**config.mk**
```make
export PLATFORM = sky130hd
export DESIGN_NAME = wbslave_mailbox
export DESIGN_NICKNAME = d
export VERILOG_FILES = /design/src/rtl/wbslave_mailbox.sv
export SDC_FILE = /design/constraint.sdc
export NUM_CORES = 1
export LEC_CHECK = 0
export BUFFER_PORTS_ARGS = -buffer_cell sky130_fd_sc_hd__buf_2
export CORE_ASPECT_RATIO = 0.9
export CORE_MARGIN = 1
export CORE_UTILIZATION = 48
export DETAILED_ROUTE_END_ITERATION = 16
export MAX_ROUTING_LAYER = met4
export SLEW_MARGIN = 20
export SYNTH_ARGS = -nofsm -noshare
export SYNTH_HDL_FRONTEND = slang
export SYNTH_SLANG_ARGS = --single-unit
```
**constraint.sdc**
```tcl
create_clock -name CLK_I -period 4.9 [get_ports CLK_I]
set_clock_uncertainty 0.1 [all_clocks]
set_input_delay 0.735 -clock CLK_I [delete_from_list [all_inputs] [get_ports CLK_I]]
set_output_delay 0.735 -clock CLK_I [all_outputs]
set_load 0.02 [all_outputs]
```
**src/rtl/wbslave_mailbox.sv**
```systemverilog
// Wishbone classic slave: 16-word register file, a mailbox data register with
// an interrupt, and a write-1-to-clear status register. One transfer per two cycles.

`ifndef ADDRESS_WIDTH
`define ADDRESS_WIDTH 8
`endif
`ifndef DATA_WIDTH
`define DATA_WIDTH 32
`endif
`ifndef SELECT_WIDTH
`define SELECT_WIDTH 4
`endif

module wbslave_mailbox #(
  parameter int          aw           = `ADDRESS_WIDTH - 1,
  parameter int          dw           = `DATA_WIDTH - 1,
  parameter int          sw           = `SELECT_WIDTH - 1,
  parameter logic [aw:0] mbox_address = 8'hFF,
  parameter logic [aw:0] stat_address = 8'hFE
) (
  input  logic        CLK_I,
  input  logic        RST_I,
  input  logic        CYC_I,
  input  logic        STB_I,
  input  logic        WE_I,
  input  logic [aw:0] ADR_I,
  input  logic [sw:0] SEL_I,
  input  logic [dw:0] DAT_I,
  output logic [dw:0] DAT_O,
  output logic        ACK_O,
  output logic        ERR_O,
  output logic        INTR_O
);

  // Handshake: a request is CYC_I & STB_I sampled high in IDLE; exactly one
  // cycle later ACK_O (mapped) or ERR_O (unmapped) is high for one cycle.
  // The bus is not looked at while in RESP.
  typedef enum logic {
    IDLE = 1'b0,
    RESP = 1'b1
  } state_t;

  state_t      r_state;
  logic        r_ack;
  logic        r_err;
  logic        r_pend;
  logic        r_ovf;
  logic [dw:0] r_dat_o;
  logic [dw:0] r_mbox;
  logic [dw:0] r_rf [16];

  logic        w_req;
  logic        w_is_rf;
  logic        w_is_mbox;
  logic        w_is_stat;
  logic        w_mapped;
  logic        w_wr_en;
  logic [dw:0] w_stat;
  logic [dw:0] w_rd_data;
  logic        w_unused_sel;

  assign w_req     = CYC_I & STB_I;
  assign w_is_rf   = (ADR_I[aw:4] == '0);
  assign w_is_mbox = (ADR_I == mbox_address);
  assign w_is_stat = (ADR_I == stat_address);
  assign w_mapped  = w_is_rf | w_is_mbox | w_is_stat;
  assign w_wr_en   = WE_I & SEL_I[0];
  assign w_unused_sel = ^SEL_I;

  always_comb begin
    w_stat    = '0;
    w_stat[0] = r_pend;
    w_stat[1] = r_ovf;
  end

  always_comb begin
    w_rd_data = '0;
    if (w_is_rf)
      w_rd_data = r_rf[ADR_I[3:0]];
    else if (w_is_mbox)
      w_rd_data = r_mbox;
    else if (w_is_stat)
      w_rd_data = w_stat;
  end

  always_ff @(posedge CLK_I or negedge RST_I) begin
    if (!RST_I) begin
      r_state <= IDLE;
      r_ack   <= 1'b0;
      r_err   <= 1'b0;
      r_pend  <= 1'b0;
      r_ovf   <= 1'b0;
      r_dat_o <= '0;
      r_mbox  <= '0;
      for (int i = 0; i < 16; i++)
        r_rf[i] <= '0;
    end else begin
      case (r_state)
        IDLE: begin
          if (w_req) begin
            r_state <= RESP;
            r_ack   <= w_mapped;
            r_err   <= ~w_mapped;
            if (w_mapped && w_wr_en) begin
              if (w_is_rf)
                r_rf[ADR_I[3:0]] <= DAT_I;
              if (w_is_mbox) begin
                r_mbox <= DAT_I;
                r_pend <= 1'b1;
                if (r_pend)
                  r_ovf <= 1'b1;
              end
              if (w_is_stat && DAT_I[1])
                r_ovf <= 1'b0;
            end else if (w_mapped && !WE_I) begin
              r_dat_o <= w_rd_data;
              // Reading the data register consumes the message.
              if (w_is_mbox)
                r_pend <= 1'b0;
            end
          end
        end
        RESP: begin
          r_state <= IDLE;
          r_ack   <= 1'b0;
          r_err   <= 1'b0;
        end
        default: begin
          r_state <= IDLE;
          r_ack   <= 1'b0;
          r_err   <= 1'b0;
        end
      endcase
    end
  end

  assign DAT_O  = r_dat_o;
  assign ACK_O  = r_ack;
  assign ERR_O  = r_err;
  assign INTR_O = r_pend;

endmodule

```
=== After elaboration in Yosys (flattened, before gate mapping) ===
Cells that the tools add are included.

* Order comparisons: 2
* Reductions and logical operators: 14
* Bitwise operators: 8
* Equality and inequality tests: 5
* Muxes and demuxes: 22

{| class="wikitable"
|+ Operator list
! operator !! number
|-
| $bwmux W512 || 1
|-
| $mux W32 || 5
|-
| $bmux W32 S4 || 1
|-
| $demux W32 S4 || 1
|-
| $eq A8 B8 Y1 const B || 2
|-
| $reduce_and A4 Y1 || 3
|-
| $mux W1 || 10
|-
| $reduce_and A5 Y1 || 2
|-
| $ne A2 B2 Y1 const B || 3
|-
| $pmux W1 S2 || 3
|-
| $reduce_bool A2 Y1 || 3
|-
| $ge A5 B5 Y1 const B || 1
|-
| $lt A5 B1 Y1 const B || 1
|-
| $not A4 Y5 || 1
|-
| $logic_and A1 B1 Y1 || 4
|-
| $logic_not A4 Y1 || 1
|-
| $not A1 Y1 || 3
|-
| $and A1 B1 Y1 || 2
|-
| $mux W2 || 1
|-
| $or A1 B1 Y1 || 2
|-
| $logic_not A1 Y1 || 1
|}

* Output and inout bits: 35
* Bits of input ports: 49
* Register bits after elaboration: 581

=== Longest topological paths before layout ===
Gate-level depths: netlist of run 1.

* Depth after elaboration: 6
* Mapped depth: 7
* Mapped depth without buffers: 4

=== Worst setup path before layout of run 1 ===
No wires, ideal clock.

* Path kind: input -> register
* Start: input ADR_I[7]
* End: register r_rf[386] (netlist bit)
* Path buffers: 3
* Library setup time: 0.125 ns
* Data arrival time: 2.492 ns
* Cell stages on the path: 7
* Required time: 4.675 ns
* Slack: 2.183 ns
* Path through: or4_1 buf_2 nor4b_4 and3_1 clkbuf_2 buf_6 mux2_2

* Word-level cells in the longest chain between the ends: 5
* Elaborated cells on any way between the ends: 7
* Those cells by class: 2 x eq/ne; 2 x bitwise; 3 x reduce/logical

{| class="wikitable"
|+ RTL lines
! element !! RTL line !! text
|-
| start, declared || 26 || <nowiki>input logic [aw:0] ADR_I,</nowiki>
|-
| $eq A8 B8 Y1 or $logic_not A4 Y1 (tied branches) || 64, 63 ||
|-
| $or A1 B1 Y1 (2 in a row) || 66 || <nowiki>assign w_mapped = w_is_rf | w_is_mbox | w_is_stat;</nowiki>
|-
| $logic_and A1 B1 Y1 || 104 || <nowiki>if (w_mapped && w_wr_en) begin</nowiki>
|-
| $reduce_and A4 Y1 (no source line) (*) || n/a ||
|-
| end signal, assigned by index || 96 || <nowiki>r_rf[i] <= '0;</nowiki>
|-
| end signal, assigned by index || 106 || <nowiki>r_rf[ADR_I[3:0]] <= DAT_I;</nowiki>
|-
| end, declared || 50 || <nowiki>logic [dw:0] r_rf [16];</nowiki>
|}

Mark *: on every way between the ends. The rest lies on a longest branch, timed or not.
A chain may end at the register's enable or synchronous reset.

=== Worst setup path in the final report of run 1 ===
* Start: register r_state
* End: register r_rf[358] (netlist bit)

* Word-level cells in the longest chain between the ends: 2

{| class="wikitable"
|+ RTL lines
! element !! RTL line !! text
|-
| start, declared || 43 || <nowiki>state_t r_state;</nowiki>
|-
| start signal, assigned || 88 || <nowiki>r_state <= IDLE;</nowiki>
|-
| start signal, assigned || 101 || <nowiki>r_state <= RESP;</nowiki>
|-
| start signal, assigned || 124 || <nowiki>r_state <= IDLE;</nowiki>
|-
| $not A1 Y1 (no source line) || n/a ||
|-
| $reduce_and A4 Y1 (no source line) || n/a ||
|}

Every way passes these cells.

==> metrics.yaml, run 1 <==
status: "finished with violations"
violations: "hold timing"
yosys_warnings: 0
ant_nets: 0
synthToLayoutAreaGrowth_pct: 11.7
numCtsBuffers: 60
yosysUniqueCellTypes: 42
seq_area_frac_synth_pct: 55.2
die_width_um: 249
htree_levels: 2
grt_usage_pct: 26.4
synth.avg_cell_area_um2: 13.7
cts_buffer_depth: 3
dieArea_um2: 55800
arrival_ps: 3710
cts_setup_buffers: 0
tns_ps: 0
path_max_fanout: 27
critPathTopFamily: "simple AND/OR/NAND/NOR gates"
r2r_slack_ps: 1590
final_common_cell: "dfrtp_1"
postLayoutCellArea_um2: 29400
start_util_pct: 48.5
postSynth.asyncResetShare_pct: 100
cap_violations: 0
clkLatencyLatePin_ps: 620
core_um2: 54300
dpl_cell_area_um2: 27400
finalCriticalPeriod_ps: 3310
final_nets: 1993
power_w: 0.0102
crit_chain: "nand3b_1, nor4_4, nand2_2, buf_4, mux2_2"
finalSetupViolations: 0
num_rows: 81
cp_num_buf_inv: 1
crit_required_ps: 5300
cts_resized: 0
fill_cells: 4493
regToRegStartpoint: "r_state$_DFF_PN0_"
dp.cells: 2587
rr_endpoint: "r_rf[358]$_DFFE_PN0P_"
synth_top_flop_cell: "dfrtp_1"
mostFrequentLayoutCells: "581 x dfrtp_1, 510 x mux2_2, 195 x mux2i_1, 96 x o22ai_1, 76 x buf_2"
gp_congestion: 0.742
antenna_found_initial: 6
criticalPathCategory: "register to register"
tritoncts: "yes"
powerDensity_nw_per_um2: 348
critPathLaunchType: "register"
final_max_slew_viol_count: 0
fmaxAchievable_ghz: 0.302
place_hpwl_um: 39400
leakage_nw: 14.6
drc: 0
final_cells: 2702
holdWs_ps: -5.93
vias: 16344
port_buffers: 80
grt_pass1_wl_um: 108000
netlist_instances: 1930
worst_pin_slew_ps: 1120
fp.dieH_um: 224
drive_gt1_share_pct: 39.5
dr.pass1.iters: 5
crit_path_top_delay_cell: "nand2_2"
endpoint_kind: "register"
wirelength_um: 69700
drtIter0Drc: 1101
wl_per_cell_um: 25.8
grt_overflow: 0
synth_edf_count: 0
rsz0062_at_grt: "no"
syn_area_um2: 26400
reg2reg_depth: 5
period_share_pct: 67.5
synth_nets: 1979
grt_max_degree: 121
hold_violations: 2
hold_buffers: 0
hold_class: "input port to async pin"
cts_sinks: 581
ys_seq_elements: 581
maxSlewHeadroom_pct: 25.6
root_buffer: "clkbuf_16"
viasPerCell: 6.05
cts.clk_slew.worst_paths_ps: 60
max-vdd-ir-drop_v: 0.000272
io-pin-count: 84
slowest_delay_ps: 730
grt_pass1_vias: 17473
[routing by layer]
| metal | up-vias | wire length, um | track usage, % |
|---|---|---|---|
| met4 | 0 | 1470 | 6.83 |
| met3 | 104 | 3400 | 4.51 |
| met5 | - | 0 | - |
| met1 | 8711 | 31100 | 34.2 |
| li1 | 7157 | - | - |
| met2 | 372 | 33800 | 43.3 |
[cells in the mapped netlist (2+ instances only)]
master,count,share of area (%)
nor3_1,2,0.038
nand2b_1,2,0.047
buf_1,9,0.13
inv_1,32,0.46
nand3_1,5,0.095
mux2_1,4,0.17
a211oi_1,32,0.91
mux4_2,32,2.7
nor4_4,2,0.16
dfrtp_1,581,55
nor2_1,5,0.071
o211ai_1,64,1.8
mux2_2,510,22
o21ai_0,62,1.2
clkbuf_1,107,1.5
or3_1,2,0.047
o22ai_1,96,2.3
nand3_2,2,0.076
or3b_2,3,0.10
nand4_1,3,0.071
mux2i_1,195,7.4
nand3b_1,3,0.085
nand2_1,74,1.1
o31ai_1,30,0.85
o41ai_1,2,0.066
buf_2,53,1.0
buf_6,3,0.13
[flip-flops by register name, summed over array words and instances (netlist names)]
register,cells
r_ovf,1
ACK_O,1
r_rf,512
ERR_O,1
r_mbox,32
r_state,1
INTR_O,1
DAT_O,32
[area by class of cell]
class	instances	area, um2	share of cell area [%]
diodes	4	10.0	0.0340
clock buffers	97	1830	6.22
clock inverters	14	178	0.604
inverters	32	120	0.408
multi-input cells	1144	11000	37.4
flip-flops and latches	581	14500	49.4
well taps	705	882	3.00
repair buffers	125	863	2.93
[metrics by stage]
step,setup WS (ps),utilization [%]
6_report,1590,54.2
5_1_grt,1490,54.2
4_1_cts,1610,54.2
3_5_place_dp,1200,50.5
3_3_place_gp,1220,50.5
2_1_floorplan,2180,-
[worst reg2reg max path, delay by kind of cell, from the launching register on]
kind	cells	cell delay (ps)
muxes	1	280
and+or+nand+nor	3	1940
DFF	1	420
buffers and inverters	1	460
[where the power goes]
group	switching [W]	leakage, nW	internal (W)	total [W]
combinational	0.000466	5.67	0.000186	0.000652
sequential	0.0000669	7.92	0.00488	0.00495
clock	0.00188	0.993	0.00275	0.00463
total	0.00241	14.6	0.00782	0.0102
[how the worst max path moves through the flow]
stage	start	end	slack (ps)	depth (start not counted)
after floorplan	ADR_I[7]	r_rf[386]$_DFFE_PN0P_	2180	7
after global placement	ADR_I[7]	r_rf[360]$_DFFE_PN0P_	1220	6
after detailed placement	ADR_I[7]	r_rf[360]$_DFFE_PN0P_	1200	6
after CTS	r_state$_DFF_PN0_	r_rf[359]$_DFFE_PN0P_	1610	5
after global routing	r_state$_DFF_PN0_	r_rf[360]$_DFFE_PN0P_	1490	5
final	r_state$_DFF_PN0_	r_rf[358]$_DFFE_PN0P_	1590	5
[logic make-up (layout without fill, tap and decap cells)]
family | Yosys count | in the layout | share of synthesized area [%]
AOI/OAI and AO/OA | 292 | 292 | 7.30
and+or+nand+nor | 111 | 111 | 2.16
buffers and inverters | 205 | 268 | 3.26
DFF | 581 | 581 | 55.2
other | 0 | 4 | 0
muxes | 741 | 741 | 32.1
Power figures use the tool's default switching activity.
==> run 2: changes to the inputs <==
--- a/config.mk
+++ b/config.mk
@@ -5,6 +5,7 @@
 export SDC_FILE = /design/constraint.sdc
 export NUM_CORES = 1
 export LEC_CHECK = 0
+export ABC_AREA = 1
 export BUFFER_PORTS_ARGS = -buffer_cell sky130_fd_sc_hd__buf_2
 export CORE_ASPECT_RATIO = 0.9
 export CORE_MARGIN = 1
==> constraint.sdc (replaced) <==
create_clock -name CLK_I -period 3.1 [get_ports CLK_I]
set_clock_uncertainty 0.1 [all_clocks]
set_input_delay 0.465 -clock CLK_I [delete_from_list [all_inputs] [get_ports CLK_I]]
set_output_delay 0.465 -clock CLK_I [all_outputs]
set_load 0.02 [all_outputs]
==> metrics.yaml, run 2 <==
synth_edf_count: 0
seq_area_frac_synth_pct: 54.6
grt_pass1_vias: 21590
synth_nets: 3539
largest_reg_flops: 512
start_util_pct: 48.8
final_common_cell: "nand2_1"
synth_xor_xnor_area_share_pct: 0
synth_fa_ha_area_share_pct: 0
final_max_slew_viol_count: 0
vias: 22555
top_register: "r_rf"
fp.dieH_um: 225
clkPwrFrac_pct: 45.5
final_util_pct: 54.5
ant_nets: 0
finalCriticalPeriod_ps: 2260
crit_required_ps: 3480
combPwrFrac_pct: 5.2
yosysUniqueCellTypes: 27
final_nets: 3506
grt_max_degree: 83
num_rows: 81
htree_levels: 2
fill_cells: 5176
grt_usage_pct: 29.8
io-pin-count: 84
yosys.area_share.simple_pct: 29.6
wl_per_cell_um: 18.9
ys_seq_elements: 581
seqPwrFrac_pct: 49.2
netlist_instances: 3490
path_max_fanout: 40
cap_violations: 0
grt_pass1_wl_um: 126000
synth_compound_area_share_pct: 10.9
arrival_ps: 2640
drc: 0
postSynth.asyncResetShare_pct: 100
cts.clk_slew.worst_paths_ps: 60
netlist_top_cells_count: "1774 x nand2_1, 581 x dfrtp_1, 488 x o21ai_0"
wirelength_um: 79400
yosys_warnings: 0
synth_top_family_by_area: "simple AND/OR/NAND/NOR gates"
diodes: 0
tritoncts: "yes"
fmaxAchievable_ghz: 0.442
dieArea_um2: 56400
synthToLayoutAreaGrowth_pct: 11.7
power.internal_w: 0.0119
hold_violations: 0
tns_ps: 0
status: "finished, final reports clean"
die_width_um: 250
maxSlewHeadroom_pct: 38.1
viasPerCell: 5.36
core_um2: 54500
cts_sinks: 581
worst_pin_slew_ps: 928
cts_resized: 0
antenna_found_initial: 0
synth.area.top_cells: "dfrtp_1 55%, nand2_1 25%, o21ai_0 9.2%, clkbuf_1 2.6%, nor2_1 2.0%"
gp_congestion: 0.805
grt_overflow: 0
endpoint_kind: "register"
dr.pass1.iters: 6
swShare_pct: 23.7
max-vdd-ir-drop_v: 0.000437
root_buffer: "clkbuf_16"
hold_class: "input port to register"
rsz0062_at_grt: "no"
criticalPathCategory: "register to register"
clkLatencyLatePin_ps: 630
powerDensity_nw_per_um2: 525
numCtsBuffers: 61
mostFrequentLayoutCells: "1773 x nand2_1, 581 x dfrtp_1, 488 x o21ai_0, 138 x nor2_1, 77 x buf_2"
synth.avg_cell_area_um2: 7.63
drive_gt1_share_pct: 7.71
synthMuxAreaShare_pct: 0
finalSetupViolations: 0
p_switching_w: 0.00370
period_share_pct: 73.0
synth_top_area_share_pct: 54.6
syn_area_um2: 26600
port_buffers: 80
place_hpwl_um: 44900
cts_buffer_depth: 3
leakage_nw: 15.2
synth.most_common_cell: "nand2_1"
drtIter0Drc: 2277
critPathLaunchType: "register"
yosys.area.top_type: "dfrtp_1"
synth_top_flop_cell: "dfrtp_1"
## run 2: per-layer routing
layer  track usage [%]  up-vias  wire [um]
li1                  -    10882          -
met4              9.99        0       2500
met5                 -        -          0
met3              3.18      126       4640
met2              46.3      736      36200
met1              41.1    10811      36100
## run 2: layout make-up
cell class | count | area, um2 | share of cell area [%]
timing repair buffer | 146 | 1220 | 4.09
inverter | 79 | 302 | 1.01
clock inverter | 10 | 86.3 | 0.290
multi-input combinational | 2588 | 10900 | 36.5
clock buffer | 97 | 1840 | 6.20
tap | 705 | 882 | 2.97
sequential | 581 | 14500 | 48.9
## run 2: critical path, stage by stage, from the launching register on
cell     delay (ps)
dfrtp_1         370
inv_2            70
nand3_2         100
nor3_2          230
buf_12          260
nand3_4         400
buf_12          360
nand2_1          80
o21ai_0          90
## run 2: kinds of logic (layout without fill, tap and decap cells)
group | after synthesis | in the layout
flip-flops | 581 | 581
AO/OA/AOI/OAI | 580 | 580
AND/OR/NAND/NOR | 2008 | 2008
buffers and inverters | 321 | 332
## run 2: final timing paths
kind                                       from               endpoint  slack [ps]  depth (start not counted)
max                           r_state$_DFF_PN0_    r_rf[9]$_DFFE_PN0P_         840                          8
min                                       STB_I      ACK_O$_DFFE_PN0P_          60                          4
max reg2reg                   r_state$_DFF_PN0_    r_rf[9]$_DFFE_PN0P_         840                          8
min reg2reg                DAT_O[4]$_DFFE_PN0P_   DAT_O[4]$_DFFE_PN0P_         380                          2
max in group asynchronous                 RST_I  r_rf[193]$_DFFE_PN0P_        1620                          3
min in group asynchronous                 RST_I  r_rf[485]$_DFFE_PN0P_         310                          2
## run 2: repair_timing
item / 4_1_cts / 5_1_grt
hold endpoints to repair: 61 / 0
hold buffers: 1 / 0
buffers inserted: 0 / 0
## run 2: power groups by stage
stage | sequential, W | combinational (W) | clock (W)
CTS | 0.00768 | 0.000827 | 0.00725
global route | 0.00768 | 0.000898 | 0.00753
finish | 0.00768 | 0.000815 | 0.00711
floorplan | 0.00783 | 0.000348 | 0
global placement | 0.00781 | 0.000813 | 0
detailed placement | 0.00782 | 0.000822 | 0
## run 2: through the flow
step	power [W]	instances	setup WS [ps]	hold WS (ps)	cell area (um2)
2_1_floorplan	0.00817	3490	1250	69.4	26600
3_3_place_gp	0.00863	4098	430	360	27800
3_5_place_dp	0.00864	4098	413	360	27800
4_1_cts	0.0158	4206	849	32.1	29700
5_1_grt	0.0161	4206	676	86.1	29700
6_report	0.0156	4206	838	61.6	29700
==> run 3: changes to the inputs <==
==> constraint.sdc (replaced) <==
create_clock -name CLK_I -period 2.3 [get_ports CLK_I]
set_clock_uncertainty 0.1 [all_clocks]
set_input_delay 0.345 -clock CLK_I [delete_from_list [all_inputs] [get_ports CLK_I]]
set_output_delay 0.345 -clock CLK_I [all_outputs]
set_load 0.02 [all_outputs]
==> metrics.yaml, run 3 (synthesis results as in run 2) <==
top_layer: "met4"
crit_chain: "inv_2, nand3_2, nor3_2, buf_12, nand3_4, buf_12, nand2_1, o21ai_0"
drtIter0Drc: 2328
dr.pass1.iters: 5
period_share_pct: 89.4
final_max_slew_viol_count: 0
endpoint_kind: "register"
largest_reg_flops: 512
combPwrFrac_pct: 5.5
crit_path_top_delay_cell: "dfrtp_1"
cap_violations: 0
final_util_pct: 55.6
gp_congestion: 0.827
cts_sinks: 581
seqPwrFrac_pct: 48.7
mostFrequentLayoutCells: "1773 x nand2_1, 581 x dfrtp_1, 488 x o21ai_0, 138 x nor2_1, 77 x buf_2"
diodes: 0
drc: 0
power.internal_w: 0.0162
wirelength_um: 80500
dr_wl_met2_um: 36400
synthToLayoutAreaGrowth_pct: 13.9
critical_path_cell_count: 8
layout_setup_ws_ps: 244
place_hpwl_um: 46700
path_max_fanout: 36
drive_gt1_share_pct: 8.49
leakage_nw: 15.4
final_common_cell: "nand2_1"
root_buffer: "clkbuf_16"
max-vdd-ir-drop_v: 0.000585
fill_cells: 5077
start_util_pct: 48.8
final_nets: 3538
die_width_um: 250
antenna_found_initial: 1
status: "finished, final reports clean"
finalSetupViolations: 0
maxSlewHeadroom_pct: 60.1
holdWs_ps: 125
clkPwrFrac_pct: 45.7
hold_path_startpoint: "DAT_I[8]"
worst_pin_slew_ps: 598
crit_required_ps: 2680
wl_met3_um: 5140
top_register: "r_rf"
cts_resized: 0
wl_per_cell_um: 19.0
tns_ps: 0
critPathLaunchType: "register"
p_switching_w: 0.00507
swShare_pct: 23.9
reg2reg_depth: 8
grt_usage_pct: 30.1
ant_nets: 0
port_buffers: 80
cp-startpoint: "r_state$_DFF_PN0_"
criticalPathCategory: "register to register"
crit_top_cell: "buf_12"
grt_pass1_wl_um: 127000
r2r_slack_ps: 240
place_ws_ps: 95.7
fp.dieH_um: 225
cp_num_buf_inv: 3
critPathTopFamily: "simple AND/OR/NAND/NOR gates"
arrival_ps: 2440
io-pin-count: 84
grt_pass1_vias: 21426
hold_class: "input port to register"
core_um2: 54500
clkLatencyLatePin_ps: 630
wl_met1_um: 36900
grt_max_degree: 84
hold_violations: 0
fmaxAchievable_ghz: 0.486
tritoncts: "yes"
vias: 22984
finalCriticalPeriod_ps: 2060
viasPerCell: 5.42
cts.clk_slew.worst_paths_ps: 60
numCtsBuffers: 60
dieArea_um2: 56400
cts_buffer_depth: 3
slowest_delay_ps: 380
min_path_cells: 3
grt_overflow: 0
rsz0062_at_grt: "no"
num_rows: 81
cts_setup_buffers: 0
regToRegStartpoint: "r_state$_DFF_PN0_"
htree_levels: 2
powerDensity_nw_per_um2: 700
[run 3: cell count changes in the layout (fill, tap and decap cells not counted), sizes merged]
cell and change:
buf +27, bufinv +2, clkbuf -7, clkinv +5
clkinvlp +1, dlygate4sd3 +6
[run 3: worst paths after layout]
kind                                         end
max in group asynchronous    r_rf[4]$_DFFE_PN0P_
hold reg to reg             DAT_O[8]$_DFFE_PN0P_
hold / removal             r_rf[296]$_DFFE_PN0P_
setup reg to reg            r_rf[54]$_DFFE_PN0P_
min in group asynchronous  r_rf[421]$_DFFE_PN0P_
setup / recovery            r_rf[54]$_DFFE_PN0P_
[run 3: routing by layer]
metal	GRT usage, %	up-vias
met4	8.81	0
met5	-	-
li1	-	10962
met2	46.1	783
met1	42.1	11121
met3	3.68	118
[run 3: layout make-up]
cell class | count | area (um2) | share of cell area, %
sequential | 581 | 14500 | 47.9
multi-input combinational | 2588 | 10900 | 35.8
timing repair buffer | 179 | 1790 | 5.91
clock buffer | 90 | 1770 | 5.83
tap | 705 | 882 | 2.91
inverter | 79 | 302 | 0.994
clock inverter | 18 | 179 | 0.590
[run 3: worst register-to-register path: stages, from the launching register on]
cell,delay [ps]
dfrtp_1,380
inv_2,70
nand3_2,100
nor3_2,200
buf_12,260
nand3_4,310
buf_12,290
nand2_1,110
o21ai_0,90
[run 3: repair_timing]
item | 4_1_cts | 5_1_grt
endpoints found under the hold margin | 241 | 0
setup endpoints to repair | 0 | 0
hold buffers | 7 | 0
[run 3: through the flow]
stage | power [W] | instance area, um2 | instances
floorplan | 0.0110 | 26600 | 3490
global placement | 0.0117 | 28300 | 4125
detailed placement | 0.0117 | 28300 | 4125
CTS | 0.0214 | 30300 | 4240
global route | 0.0220 | 30300 | 4240
finish | 0.0212 | 30300 | 4240
[run 3: power groups by stage]
stage,clock network [W],logic [W],registers [W]
floorplan,0,0.000469,0.0105
global placement,0,0.00117,0.0105
detailed placement,0,0.00118,0.0105
CTS,0.00989,0.00119,0.0104
global route,0.0103,0.00129,0.0104
finish,0.00971,0.00118,0.0104
